## src/rtl/mem_access_ctrl.sv

```systemverilog
// Request-side controller for the 16x8 data memory. CPU load/store requests are buffered
// in an in-order FIFO and then driven onto the memory strobes. Each load returns one response.
module mem_access_ctrl #(
  parameter int ADDR_W     = 4,
  parameter int DATA_W     = 8,
  parameter int FIFO_DEPTH = 4,
  parameter int RD_LAT     = 1
) (
  input  logic              clk,
  input  logic              rst_n,
  input  logic              req_valid,
  output logic              req_ready,
  input  logic              req_we,
  input  logic [ADDR_W-1:0] req_addr,
  input  logic [DATA_W-1:0] req_wdata,
  output logic              rsp_valid,
  input  logic              rsp_ready,
  output logic [DATA_W-1:0] rsp_rdata,
  output logic [ADDR_W-1:0] rsp_addr,
  output logic              mem_w,
  output logic              mem_r,
  output logic [ADDR_W-1:0] mem_address,
  output logic [DATA_W-1:0] mem_dataIn,
  input  logic [DATA_W-1:0] mem_dataOut,
  output logic              busy
);

  localparam int PTR_W = $clog2(FIFO_DEPTH);
  localparam int CNT_W = PTR_W + 1;
  localparam int LAT_W = (RD_LAT > 1) ? $clog2(RD_LAT) : 1;
  localparam logic [CNT_W-1:0] FULL_CNT = CNT_W'(FIFO_DEPTH);
  localparam logic [LAT_W-1:0] LAT_LAST = LAT_W'(RD_LAT - 1);

  typedef enum logic [1:0] {IDLE, WRITE, READ, RESP} state_t;

  state_t state_q, state_d;

  logic              fifo_we    [FIFO_DEPTH];
  logic [ADDR_W-1:0] fifo_addr  [FIFO_DEPTH];
  logic [DATA_W-1:0] fifo_wdata [FIFO_DEPTH];
  logic [PTR_W-1:0]  wr_ptr, rd_ptr;
  logic [CNT_W-1:0]  count;
  logic              push, pop;

  logic [LAT_W-1:0]  lat_q, lat_d;
  logic              mem_w_d, mem_r_d;
  logic [ADDR_W-1:0] mem_address_d;
  logic [DATA_W-1:0] mem_dataIn_d;
  logic              rsp_valid_d;
  logic [DATA_W-1:0] rsp_rdata_d;
  logic [ADDR_W-1:0] rsp_addr_d;

  // A full FIFO refuses a push even when the head is popped in the same cycle.
  assign req_ready = (count != FULL_CNT);
  assign push      = req_valid & req_ready;
  assign pop       = (state_q == IDLE) && (count != '0);
  assign busy      = (count != '0) | (state_q != IDLE);

  always_ff @(posedge clk) begin
    if (push) begin
      fifo_we[wr_ptr]    <= req_we;
      fifo_addr[wr_ptr]  <= req_addr;
      fifo_wdata[wr_ptr] <= req_wdata;
    end
  end

  always_ff @(posedge clk or negedge rst_n) begin
    if (!rst_n) begin
      wr_ptr <= '0;
      rd_ptr <= '0;
      count  <= '0;
    end else begin
      if (push) wr_ptr <= wr_ptr + PTR_W'(1);
      if (pop)  rd_ptr <= rd_ptr + PTR_W'(1);
      case ({push, pop})
        2'b10:   count <= count + CNT_W'(1);
        2'b01:   count <= count - CNT_W'(1);
        default: count <= count;
      endcase
    end
  end

  always_comb begin
    state_d       = state_q;
    lat_d         = lat_q;
    mem_w_d       = 1'b0;
    mem_r_d       = 1'b0;
    mem_address_d = mem_address;
    mem_dataIn_d  = mem_dataIn;
    rsp_valid_d   = rsp_valid;
    rsp_rdata_d   = rsp_rdata;
    rsp_addr_d    = rsp_addr;
    case (state_q)
      IDLE: begin
        if (pop) begin
          mem_address_d = fifo_addr[rd_ptr];
          mem_dataIn_d  = fifo_wdata[rd_ptr];
          lat_d         = '0;
          if (fifo_we[rd_ptr]) begin
            state_d = WRITE;
            mem_w_d = 1'b1;
          end else begin
            state_d = READ;
            mem_r_d = 1'b1;
          end
        end
      end
      WRITE: state_d = IDLE;
      READ: begin
        // Read data is sampled on the edge that ends the last strobe cycle.
        if (lat_q == LAT_LAST) begin
          rsp_rdata_d = mem_dataOut;
          rsp_addr_d  = mem_address;
          rsp_valid_d = 1'b1;
          state_d     = RESP;
        end else begin
          lat_d   = lat_q + LAT_W'(1);
          mem_r_d = 1'b1;
        end
      end
      RESP: begin
        if (rsp_ready) begin
          rsp_valid_d = 1'b0;
          state_d     = IDLE;
        end
      end
      default: state_d = IDLE;
    endcase
  end

  always_ff @(posedge clk or negedge rst_n) begin
    if (!rst_n) begin
      state_q     <= IDLE;
      lat_q       <= '0;
      mem_w       <= 1'b0;
      mem_r       <= 1'b0;
      mem_address <= '0;
      mem_dataIn  <= '0;
      rsp_valid   <= 1'b0;
      rsp_rdata   <= '0;
      rsp_addr    <= '0;
    end else begin
      state_q     <= state_d;
      lat_q       <= lat_d;
      mem_w       <= mem_w_d;
      mem_r       <= mem_r_d;
      mem_address <= mem_address_d;
      mem_dataIn  <= mem_dataIn_d;
      rsp_valid   <= rsp_valid_d;
      rsp_rdata   <= rsp_rdata_d;
      rsp_addr    <= rsp_addr_d;
    end
  end

endmodule

```

## config.mk

```make
export PLATFORM = sky130hd
export DESIGN_NAME = mem_access_ctrl
export DESIGN_NICKNAME = d
export VERILOG_FILES = /design/src/rtl/mem_access_ctrl.sv
export SDC_FILE = /design/constraint.sdc
export NUM_CORES = 1
export LEC_CHECK = 0
export CAP_MARGIN = 10
export CORE_ASPECT_RATIO = 0.5
export CORE_MARGIN = 3
export CORE_UTILIZATION = 53
export DETAILED_ROUTE_END_ITERATION = 8
export PLACE_DENSITY_LB_ADDON = 0.05
export SLEW_MARGIN = 20
export SYNTH_ARGS = -nofsm -noshare
export SYNTH_HDL_FRONTEND = slang
export SYNTH_SLANG_ARGS = --single-unit
```

## constraint.sdc

```tcl
create_clock -name clk -period 2.5 [get_ports clk]
set_input_delay 0.25 -clock clk [delete_from_list [all_inputs] [get_ports clk]]
set_output_delay 0.25 -clock clk [all_outputs]
set_load 0.005 [all_outputs]
```

-- Yosys cells after proc, flatten, opt, wreduce, memory -nomap -nowiden
Memory sizes are Yosys's and may differ from the RTL's. A register that Yosys moved wholly into a read port is not among the register bits.
Index checks and enable logic that the tools add are counted.
- memories: 3
- output and inout bits: 29
- bits in writable memories: 52
- flip-flop bits (word level): 25
- word-level logic and storage cells: 65
- bitwise gates (word level): 3
- add/subtract/negate cells: 5
- multiplexer cells: 21
- reduce and logical (&&, ||, !) cells: 14
- equal/unequal tests: 9
- memories (name ; depth ; bits a word ; rd ports ; clocked after Yosys merged registers in ; wr ports ; line ; source):
    fifo_wdata ; 4 ; 8 ; 1 ; 1 ; 1 ; 40 ; logic [DATA_W-1:0] fifo_wdata [FIFO_DEPTH];
    fifo_addr ; 4 ; 4 ; 1 ; 1 ; 1 ; 39 ; logic [ADDR_W-1:0] fifo_addr [FIFO_DEPTH];
    fifo_we ; 4 ; 1 ; 1 ; 0 ; 1 ; 38 ; logic fifo_we [FIFO_DEPTH];
- operators by type and width (kind ; number):
    2-to-1 mux 1 bit ; 12
    2-to-1 mux 2 bit ; 4
    case mux 2 bit (4 select lines) ; 1
    nonzero test 2 bit ; 4
    == test 2 bit, second input constant ; 3
    inequality test 2 bit, second input constant ; 3
    case mux 1 bit (2 select lines) ; 3
    case mux 3 bit (2 select lines) ; 1
    AND reduction 2 bit ; 3
    AND reduction 3 bit ; 2
    adder 2 x 1 -> 2 bit, second input constant ; 2
    == test 2 x 1 -> 1 bit, second input constant ; 2
    adder 3 x 1 -> 3 bit, second input constant ; 1
    inequality test 3 bit, second input constant ; 1
    nonzero test 3 bit ; 1
    subtractor 3 x 1 -> 3 bit, second input constant ; 1
    logical NOT 1 bit ; 2
    logical NOT 2 bit ; 1
    adder 1 bit, second input constant ; 1
    AND 1 bit ; 1
    logical AND 1 bit ; 1
    inverter 1 bit ; 1
    OR 1 bit ; 1

-- Depth between registers and ports, before layout
Gate-level depths: netlist (run 1).
- depth after elaboration: 4
- mapped depth: 10

-- Worst setup path before layout (run 1)
Ideal clock, no wire load.
- path type: register to register
- from: register count[0]
- to: register count[2]
- cell stages (with the launch flop): 10
- setup slack: 417 ps
- arrival: 2004 ps
- data required time: 2421 ps
- buffers on the path: 0
- setup time: 79 ps
- cell sequence: dfrtp_1 > or3b_1 > and2_4 > inv_1 > ha_1 > inv_1 > fa_1 > xor2_1 > nor2_1 > xor2_1
- word-level cells in the longest chain between the ends: 4
- elaborated cells on any way between the ends: 10
- ends and longest elaborated chain (item ; line ; source):
    from (decl) ; 42 ; logic [CNT_W-1:0] count;
    from (signal assigned) ; 76 ; 2'b10: count <= count + CNT_W'(1);
    from (signal assigned) ; 77 ; 2'b01: count <= count - CNT_W'(1);
    from (signal assigned) ; 78 ; default: count <= count;
    inequality test 3 bit (*) ; 54 ; assign req_ready = (count != FULL_CNT);
    named net req_ready ; 12 ; output logic req_ready,
    AND 1 bit (*) ; 55 ; assign push = req_valid & req_ready;
    == test 2 x 1 -> 1 bit or == test 2 bit (tied branches) ; 75 ; case ({push, pop})
    case mux 3 bit (2 select lines) or nonzero test 2 bit (tied branches) ; - ;
The timed path passes the listed nets; every way through them passes the cells marked *.
A chain may end at the register's enable or synchronous reset.

-- Worst setup path in the final report (run 1)
- from: register count[0]
- to: register count[2]
- word-level cells in the longest chain between the ends: 4
- elaborated cells on any way between the ends: 10
- ends and longest elaborated chain (item ; line):
    inequality test 3 bit or nonzero test 3 bit (tied branches) ; 54, 56
    AND 1 bit or logical AND 1 bit (tied branches) ; 55, 56
    == test 2 x 1 -> 1 bit or == test 2 bit (tied branches) ; 75
    case mux 3 bit (2 select lines) or nonzero test 2 bit (tied branches) ; -
Several ways; a longest one is shown, not always the timed one.

==> metrics.log, run 1 <==
INFO  metric run_status = finished, final reports clean
INFO  metric netlist_top_cells_count = 52 x edfxtp_1, 36 x dfrtp_1, 19 x mux2_2
INFO  metric r2r_slack = 280 ps
INFO  metric die_w = 119.6 um
INFO  metric worst_slew_margin_rel = 45.25%
INFO  metric antenna_found_initial = 0
INFO  metric placementRows = 19
INFO  metric power_leakage = 0.001687 uW
INFO  metric cp_cell_sequence = or3b_1, and2_4, inv_1, ha_1, inv_1, fa_1, xor2_1, nor2_1, xor2_1
INFO  metric cts.root.buffer_cell = clkbuf_16
INFO  metric dr_total_vias = 1,728
INFO  metric holdBufCountCts = 0
INFO  metric post_cts_buffers = 0
INFO  metric netSwitchingPower = 1542 uW
INFO  metric worst_setup_path_end_kind = flop
INFO  metric p_sw_share = 27.70%
INFO  metric tritoncts = yes
INFO  metric criticalPathCategory = flop to flop
INFO  metric routedWlPerCell = 17.90 um
INFO  metric synth-seq-cells = 88
INFO  metric grt_overflow_total = 0
INFO  metric min_period_over_period = 88.61%
INFO  metric tritoncts_num_sinks = 88
INFO  metric ir_worst_vdd = 0.6595 mV
INFO  metric initial_core_util = 58.45%
INFO  metric ioPinCount = 54
INFO  metric die_height = 62.79 um
INFO  metric net_count_reported_at_finish = 269
INFO  metric detail-route-antenna-nets = 0
INFO  metric crit_path_start = count[0]$_DFFE_PN0P_
INFO  metric synth.cell_area = 3418 um2
INFO  metric viasPerCell = 5.284
INFO  metric power_frac_seq = 41.8%
INFO  metric p_clk_share = 24.1%
INFO  metric hold_path_class = input port to asynchronous set/reset pin
INFO  metric drt_pre_antenna_iters = 4
INFO  metric detail_route.wirelength = 5852 um
INFO  metric ctsLongestPathBuffers = 2
INFO  metric synthCells = 172
INFO  metric synthMostInstantiatedCell = edfxtp_1
INFO  metric h-tree-depth = 3
INFO  metric pwr_density_cell = 1279 nW/um2
INFO  metric gp_congestion = 0.7179
INFO  metric timing.fmax = 0.4514 GHz
INFO  metric ys.warnings.count = 0
INFO  metric intPower = 4023 uW
INFO  metric synth_edf_count = 52
INFO  metric detailedPlace.worstSlack = 314.6 ps
INFO  metric sum_neg_setup_slack = 0 ps
INFO  metric global_route_wire_length_before_repair = 9618 um
INFO  metric post-route-drc-count = 0
INFO  metric postSynthAreaPerCell = 19.87 um2
INFO  metric antenna-diode-count = 0
INFO  metric regToRegStartpoint = count[0]$_DFFE_PN0P_
INFO  metric dp_hpwl = 3750 um
INFO  metric yosysSeqAreaShare = 72.04%
INFO  metric crit_path_max_incr_delay = 460 ps
INFO  metric cap_violations = 0
INFO  metric comb_power_share = 34.2%
INFO  metric synth_area_leader_cell = edfxtp_1
INFO  metric rsz0062_at_grt = false
INFO  metric critical_path.slowest_cell = or3b_1
INFO  metric synth_ff_type = edfxtp_1
INFO  metric worst-slew-pin-transition = 821.3 ps
INFO  metric areaGrowthSynthToFinish = 27.27%
INFO  metric path_max_fanout = 6
INFO  metric maximum_number_of_pins_on_one_net_before_global_route_repair = 37
INFO  metric post_synth_main_area_contributors = edfxtp_1 46%, dfrtp_1 26%, mux2_2 6.3%
INFO  metric io_buffer_count = 53
INFO  metric timing.reg2reg.worst_path_depth = 9
INFO  metric worst_ep_arrival_time = 2480 ps
INFO  metric dpl_cell_area = 4049 um2
INFO  metric fraction_of_final_layout_cells_with_drive_strength_greater_than_1 = 24.69%
INFO  metric cts_resized = 0
INFO  metric insertion_delay = 340 ps
INFO  metric fill_cells = 390
INFO  metric grtUsageTotal = 17.46%
INFO  metric syn_nets = 203
INFO  metric netlist.area_leader.share = 45.68%
INFO  metric minimum_clock_period = 2215 ps
INFO  metric setup-violations-final = 0
INFO  metric fp.dieArea = 7508 um2
INFO  metric critPathLaunchType = flop
INFO  metric floorplan.core_area = 5848 um2
INFO  metric hold_violations = 0
INFO  metric synth_cell_types = 27
INFO  metric reg2reg_to = count[2]$_DFFE_PN0P_
INFO  metric vias_in_the_first_global_route = 1,789
INFO  metric clk_pin_slew_worst_paths = 60 ps
INFO  metric area.sequential = 2462 um2
INFO  metric drv_slew = 0
INFO  metric tritoncts.num_buffers = 9
INFO  metric multiInputGateArea = 877.1 um2
INFO  metric minimum_setup_slack_in_the_final_design = 284.7 ps
INFO  metric synthArstFlopShare = 40.91%
INFO  metric layout.cell_area.non_filler = 4350 um2
INFO  metric detail_route.iter0.violations = 120
INFO  metric clock-skew-final = 5.816 ps
INFO  metric timing.critical_path.required = 2760 ps
==> state kept, by name (all words and copies together) (netlist names) <==
register / cells
fifo_addr: 16
fifo_wdata: 32
fifo_we: 4
rsp_valid: 1
mem_w: 1
mem_address: 4
count: 3
state_q: 2
mem_dataIn: 8
wr_ptr: 2
mem_r: 1
rd_ptr: 2
rsp_rdata: 8
rsp_addr: 4
==> cells by family (layout without fill, tap and decap cells) <==
| family | count (synthesis) | count (layout) | share of synthesized area [%] |
|---|---|---|---|
| AOI/OAI and AO/OA | 2 | 2 | 0.3660 |
| xor gates and xnor gates | 6 | 6 | 1.537 |
| adders and majority gates | 6 | 6 | 2.416 |
| buffers and inverters | 12 | 83 | 2.306 |
| DFF | 88 | 88 | 72.04 |
| muxes | 39 | 39 | 18.19 |
| and+or+nand+nor | 19 | 19 | 3.148 |
==> metal layers <==
metal	vias to the layer above	wire length (um)	global-route usage (%)
li1	783	-	-
met1	878	2551	22.43
met2	54	2782	26.54
met3	13	426	8.318
met4	0	92	5.563
met5	-	0	0
==> power groups by stage <==
stage                     combinational, uW  clock (uW)  sequential [uW]
after floorplan                        1210           0             2270
after global placement                 1870           0             2330
after detailed placement               1920           0             2360
after CTS                              1940        1370             2340
after global routing                   2070        1450             2400
final                                  1900        1340             2320
==> worst max-delay path: cells and delay by family, from the launching register on <==
kind / cells / cell delay [ps]
AND/OR/NAND/NOR: 3 / 790
XOR/XNOR: 2 / 290
buffers and inverters: 2 / 110
flip-flops: 1 / 410
adder cells (fa/ha/maj): 2 / 540
==> worst max path at each step <==
stage | cells after the start | slack (ps) | to
after floorplan | 9 | 420 | count[2]$_DFFE_PN0P_
after global placement | 9 | 380 | count[2]$_DFFE_PN0P_
after detailed placement | 9 | 310 | count[2]$_DFFE_PN0P_
after CTS | 9 | 280 | count[2]$_DFFE_PN0P_
after global routing | 9 | 140 | count[2]$_DFFE_PN0P_
final | 9 | 280 | count[2]$_DFFE_PN0P_
==> cells in the final DEF (no fill, tap or decap), types with 2 or more instances in the layout <==
| master | synthesis | layout |
|---|---|---|
| mux4_2 | 9 | 9 |
| and3_1 | 5 | 5 |
| inv_1 | 7 | 7 |
| clkinvlp_4 | 0 | 2 |
| buf_4 | 0 | 7 |
| clkdlybuf4s50_1 | 0 | 52 |
| nand2_1 | 3 | 3 |
| ha_1 | 5 | 5 |
| edfxtp_1 | 52 | 52 |
| xor2_1 | 2 | 2 |
| mux2_2 | 19 | 19 |
| nand2b_1 | 2 | 2 |
| clkbuf_16 | 0 | 9 |
| mux2_4 | 6 | 6 |
| dfrtp_1 | 36 | 36 |
| mux4_1 | 4 | 4 |
| inv_6 | 0 | 3 |
| xnor2_1 | 4 | 4 |
| nor2_1 | 3 | 3 |
==> stage by stage <==
stage	std cells	hold slack [ps]	power, uW	util (%)
3_5_place_dp	311	403.4	4281	69.23
6_report	327	8.750	5565	74.39
2_1_floorplan	172	-45.59	3486	-
5_1_grt	327	83.73	5914	74.39
4_1_cts	327	36.90	5643	74.39
3_3_place_gp	311	382.8	4198	69.23
==> layout make-up <==
| cell class | instances | share of cell area, % |
|---|---|---|
| Clock inverter | 7 | 1.754 |
| Inverter | 7 | 0.6040 |
| Clock buffer | 9 | 5.177 |
| Sequential cell | 88 | 56.60 |
| Multi-Input combinational cell | 72 | 20.16 |
| Timing Repair Buffer | 60 | 13.29 |
| Tap cell | 84 | 2.416 |
Power figures use the tool's default switching activity.
==> run 2: changes to the inputs <==
--- a/config.mk
+++ b/config.mk
@@ -6,10 +6,13 @@
 export NUM_CORES = 1
 export LEC_CHECK = 0
 export CAP_MARGIN = 10
+export CELL_PAD_IN_SITES_DETAIL_PLACEMENT = 1
+export CELL_PAD_IN_SITES_GLOBAL_PLACEMENT = 2
 export CORE_ASPECT_RATIO = 0.5
 export CORE_MARGIN = 3
-export CORE_UTILIZATION = 53
+export CORE_UTILIZATION = 40
 export DETAILED_ROUTE_END_ITERATION = 8
+export MAX_ROUTING_LAYER = met4
 export PLACE_DENSITY_LB_ADDON = 0.05
 export SLEW_MARGIN = 20
 export SYNTH_ARGS = -nofsm -noshare
==> run 2 against run 1 <==
Net effect:
- die area up 30%
- sequential cell count unchanged
- global-route usage down 2.5 points
- hold slack better by 18 ps
- via count down 0.46%
- setup slack worse by 37 ps
- count of clock-buffer cells in the layout up 2
- clock power about the same
- sequential share of layout area down 0.52 points
- final cell count up 8.9%
- sequential power about the same
- critical endpoint unchanged
==> metrics.log, run 2 (synthesized netlist as in run 1, its figures left out) <==
INFO  metric maximum_number_of_pins_on_one_net_before_global_route_repair = 37
INFO  metric vias_in_the_first_global_route = 1,900
INFO  metric met1_usage = 18.29%
INFO  metric worst_setup_path_end_kind = flop
INFO  metric intPower = 4048 uW
INFO  metric critical_path.slowest_cell = or3b_1
INFO  metric comb_power_share = 35.2%
INFO  metric cp_cell_sequence = or3b_1, and2_4, inv_1, ha_1, inv_1, fa_1, xor2_1, nor2_1, xor2_1
INFO  metric cap_violations = 0
INFO  metric worst_slew_margin_rel = 42.61%
INFO  metric timing.reg2reg.worst_path_depth = 9
INFO  metric grt_overflow_total = 0
INFO  metric critPathLaunchType = flop
INFO  metric initial_core_util = 41.97%
INFO  metric areaGrowthSynthToFinish = 28.44%
INFO  metric placementRows = 23
INFO  metric ioPinCount = 54
INFO  metric clk_pin_slew_worst_paths = 60 ps
INFO  metric global_route_met2_usage = 23.28%
INFO  metric tritoncts_num_sinks = 88
INFO  metric worst_path_dominant_cell_family = simple AND/OR/NAND/NOR gates
INFO  metric cts_resized = 0
INFO  metric post_cts_buffers = 0
INFO  metric detail-route-antenna-nets = 0
INFO  metric viasPerCell = 4.831
INFO  metric reg2reg_to = count[2]$_DFFE_PN0P_
INFO  metric tritoncts.num_buffers = 9
INFO  metric minimum_setup_slack_in_the_final_design = 248.1 ps
INFO  metric path_max_fanout = 6
INFO  metric dp_hpwl = 4348 um
INFO  metric cp_num_buf_inv = 2
INFO  metric rsz0062_at_grt = false
INFO  metric grtUsageTotal = 14.92%
INFO  metric netSwitchingPower = 1527 uW
INFO  metric worst-slew-pin-transition = 860.8 ps
INFO  metric post-route-drc-count = 0
INFO  metric floorplan.core_area = 8144 um2
INFO  metric gp_congestion = 0.6756
INFO  metric clock-skew-final = 6.074 ps
INFO  metric largest_register_ff_count = 32
INFO  metric io_buffer_count = 53
INFO  metric top_register = fifo_wdata
INFO  metric hold_violations = 0
INFO  metric insertion_delay = 330 ps
INFO  metric post-layout-total-power = 5575 uW
INFO  metric tritoncts = yes
INFO  metric reg_top3 = fifo_wdata x32, fifo_addr x16
INFO  metric hold_path_class = input port to asynchronous set/reset pin
INFO  metric h-tree-depth = 3
INFO  metric cts.root.buffer_cell = clkbuf_16
INFO  metric global_route_wire_length_before_repair = 10,160 um
INFO  metric antenna-diode-count = 0
INFO  metric ctsLongestPathBuffers = 2
INFO  metric routedWlPerCell = 17.87 um
INFO  metric sum_neg_setup_slack = 0 ps
INFO  metric net_count_reported_at_finish = 270
INFO  metric grtUsageMet3 = 4.698%
INFO  metric ir_worst_vdd = 0.5873 mV
INFO  metric timing.fmax = 0.4441 GHz
INFO  metric run_status = finished, final reports clean
INFO  metric p_clk_share = 23.5%
INFO  metric power_leakage = 0.001696 uW
INFO  metric drv_slew = 0
INFO  metric detail_route.wirelength = 6360 um
INFO  metric fill_cells = 759
INFO  metric layout.cells.most_common_list = 52 x edfxtp_1, 52 x clkdlybuf4s50_1, 36 x dfrtp_1, 19 x mux2_2
INFO  metric drt_pre_antenna_iters = 4
INFO  metric regToRegStartpoint = count[0]$_DFFE_PN0P_
INFO  metric criticalPathCategory = flop to flop
INFO  metric die_height = 71.37 um
INFO  metric die_w = 136.7 um
INFO  metric detail_route.iter0.violations = 74
INFO  metric power_frac_seq = 41.3%
INFO  metric setup-violations-final = 0
INFO  metric pwr_density_cell = 1270 nW/um2
INFO  metric p_sw_share = 27.38%
INFO  metric min_period_over_period = 90.08%
INFO  metric timing.critical_path.required = 2760 ps
INFO  metric holdBufCountCts = 0
INFO  metric r2r_slack = 250 ps
INFO  metric fraction_of_final_layout_cells_with_drive_strength_greater_than_1 = 24.18%
INFO  metric antenna_found_initial = 0
INFO  metric worst_ep_arrival_time = 2510 ps
INFO  metric dr_total_vias = 1,720
INFO  metric fp.dieArea = 9758 um2
INFO  metric crit_path_max_incr_delay = 470 ps
INFO  metric global_route.peak_usage_layer = met2
INFO  metric minimum_clock_period = 2252 ps
INFO  metric detailedPlace.worstSlack = 282.6 ps
## run 2: changes by cell type in the layout (fill, tap and decap cells not counted)
cell | before | now
inv_6 | 3 | 0
clkinv_4 | 0 | 2
clkinvlp_4 | 2 | 0
buf_4 | 7 | 8
clkbuf_1 | 0 | 1
clkbuf_8 | 0 | 1
clkinv_1 | 0 | 1
## run 2: metal layers
| metal | up-vias | share of wire [%] |
|---|---|---|
| met2 | 55 | 48 |
| met5 | - | 0 |
| met4 | 0 | 1.6 |
| met3 | 12 | 6.2 |
| li1 | 783 | - |
| met1 | 870 | 44 |
## run 2: worst max path at each step
stage	startpoint	endpoint	slack, ps	cells past startpoint
3_3_place_gp	count[0]$_DFFE_PN0P_	count[2]$_DFFE_PN0P_	350	9
5_1_grt	count[0]$_DFFE_PN0P_	count[2]$_DFFE_PN0P_	90	9
6_report	count[0]$_DFFE_PN0P_	count[2]$_DFFE_PN0P_	250	9
2_1_floorplan	count[0]$_DFFE_PN0P_	count[2]$_DFFE_PN0P_	420	9
3_5_place_dp	count[1]$_DFFE_PN0P_	count[2]$_DFFE_PN0P_	280	9
4_1_cts	count[0]$_DFFE_PN0P_	count[2]$_DFFE_PN0P_	260	9
## run 2: stage by stage
stage	hold WS [ps]	util (%)	cell area, um2	instances
2_1_floorplan	-45.59	-	3418	172
3_3_place_gp	403.9	50.24	4091	340
3_5_place_dp	419.5	50.24	4091	340
4_1_cts	58.70	53.91	4390	356
5_1_grt	93.01	53.91	4390	356
6_report	26.47	53.91	4390	356
## run 2: final cells by class
type / count / area [um2] / area share, %
Clock buffer: 11 / 242.7 / 5.529
Clock inverter: 5 / 56.30 / 1.282
Inverter: 7 / 26.28 / 0.5985
Multi-Input combinational cell: 72 / 877.1 / 19.98
Sequential cell: 88 / 2462 / 56.08
Tap cell: 112 / 140.1 / 3.192
Timing Repair Buffer: 61 / 585.6 / 13.34
## run 2: power groups by stage
stage | clock network (uW) | registers (uW) | logic (uW)
2_1_floorplan | 0 | 2270 | 1210
3_3_place_gp | 0 | 2310 | 1960
3_5_place_dp | 0 | 2340 | 2010
4_1_cts | 1360 | 2310 | 2010
5_1_grt | 1420 | 2370 | 2170
6_report | 1310 | 2300 | 1960
==> run 3: changes to the inputs <==
--- a/config.mk
+++ b/config.mk
@@ -18,3 +18,4 @@
 export SYNTH_ARGS = -nofsm -noshare
 export SYNTH_HDL_FRONTEND = slang
 export SYNTH_SLANG_ARGS = --single-unit
+export TNS_END_PERCENT = 50
==> results of run 3 <==
The final DEF is identical to that of run 2; final timing and power are the same.
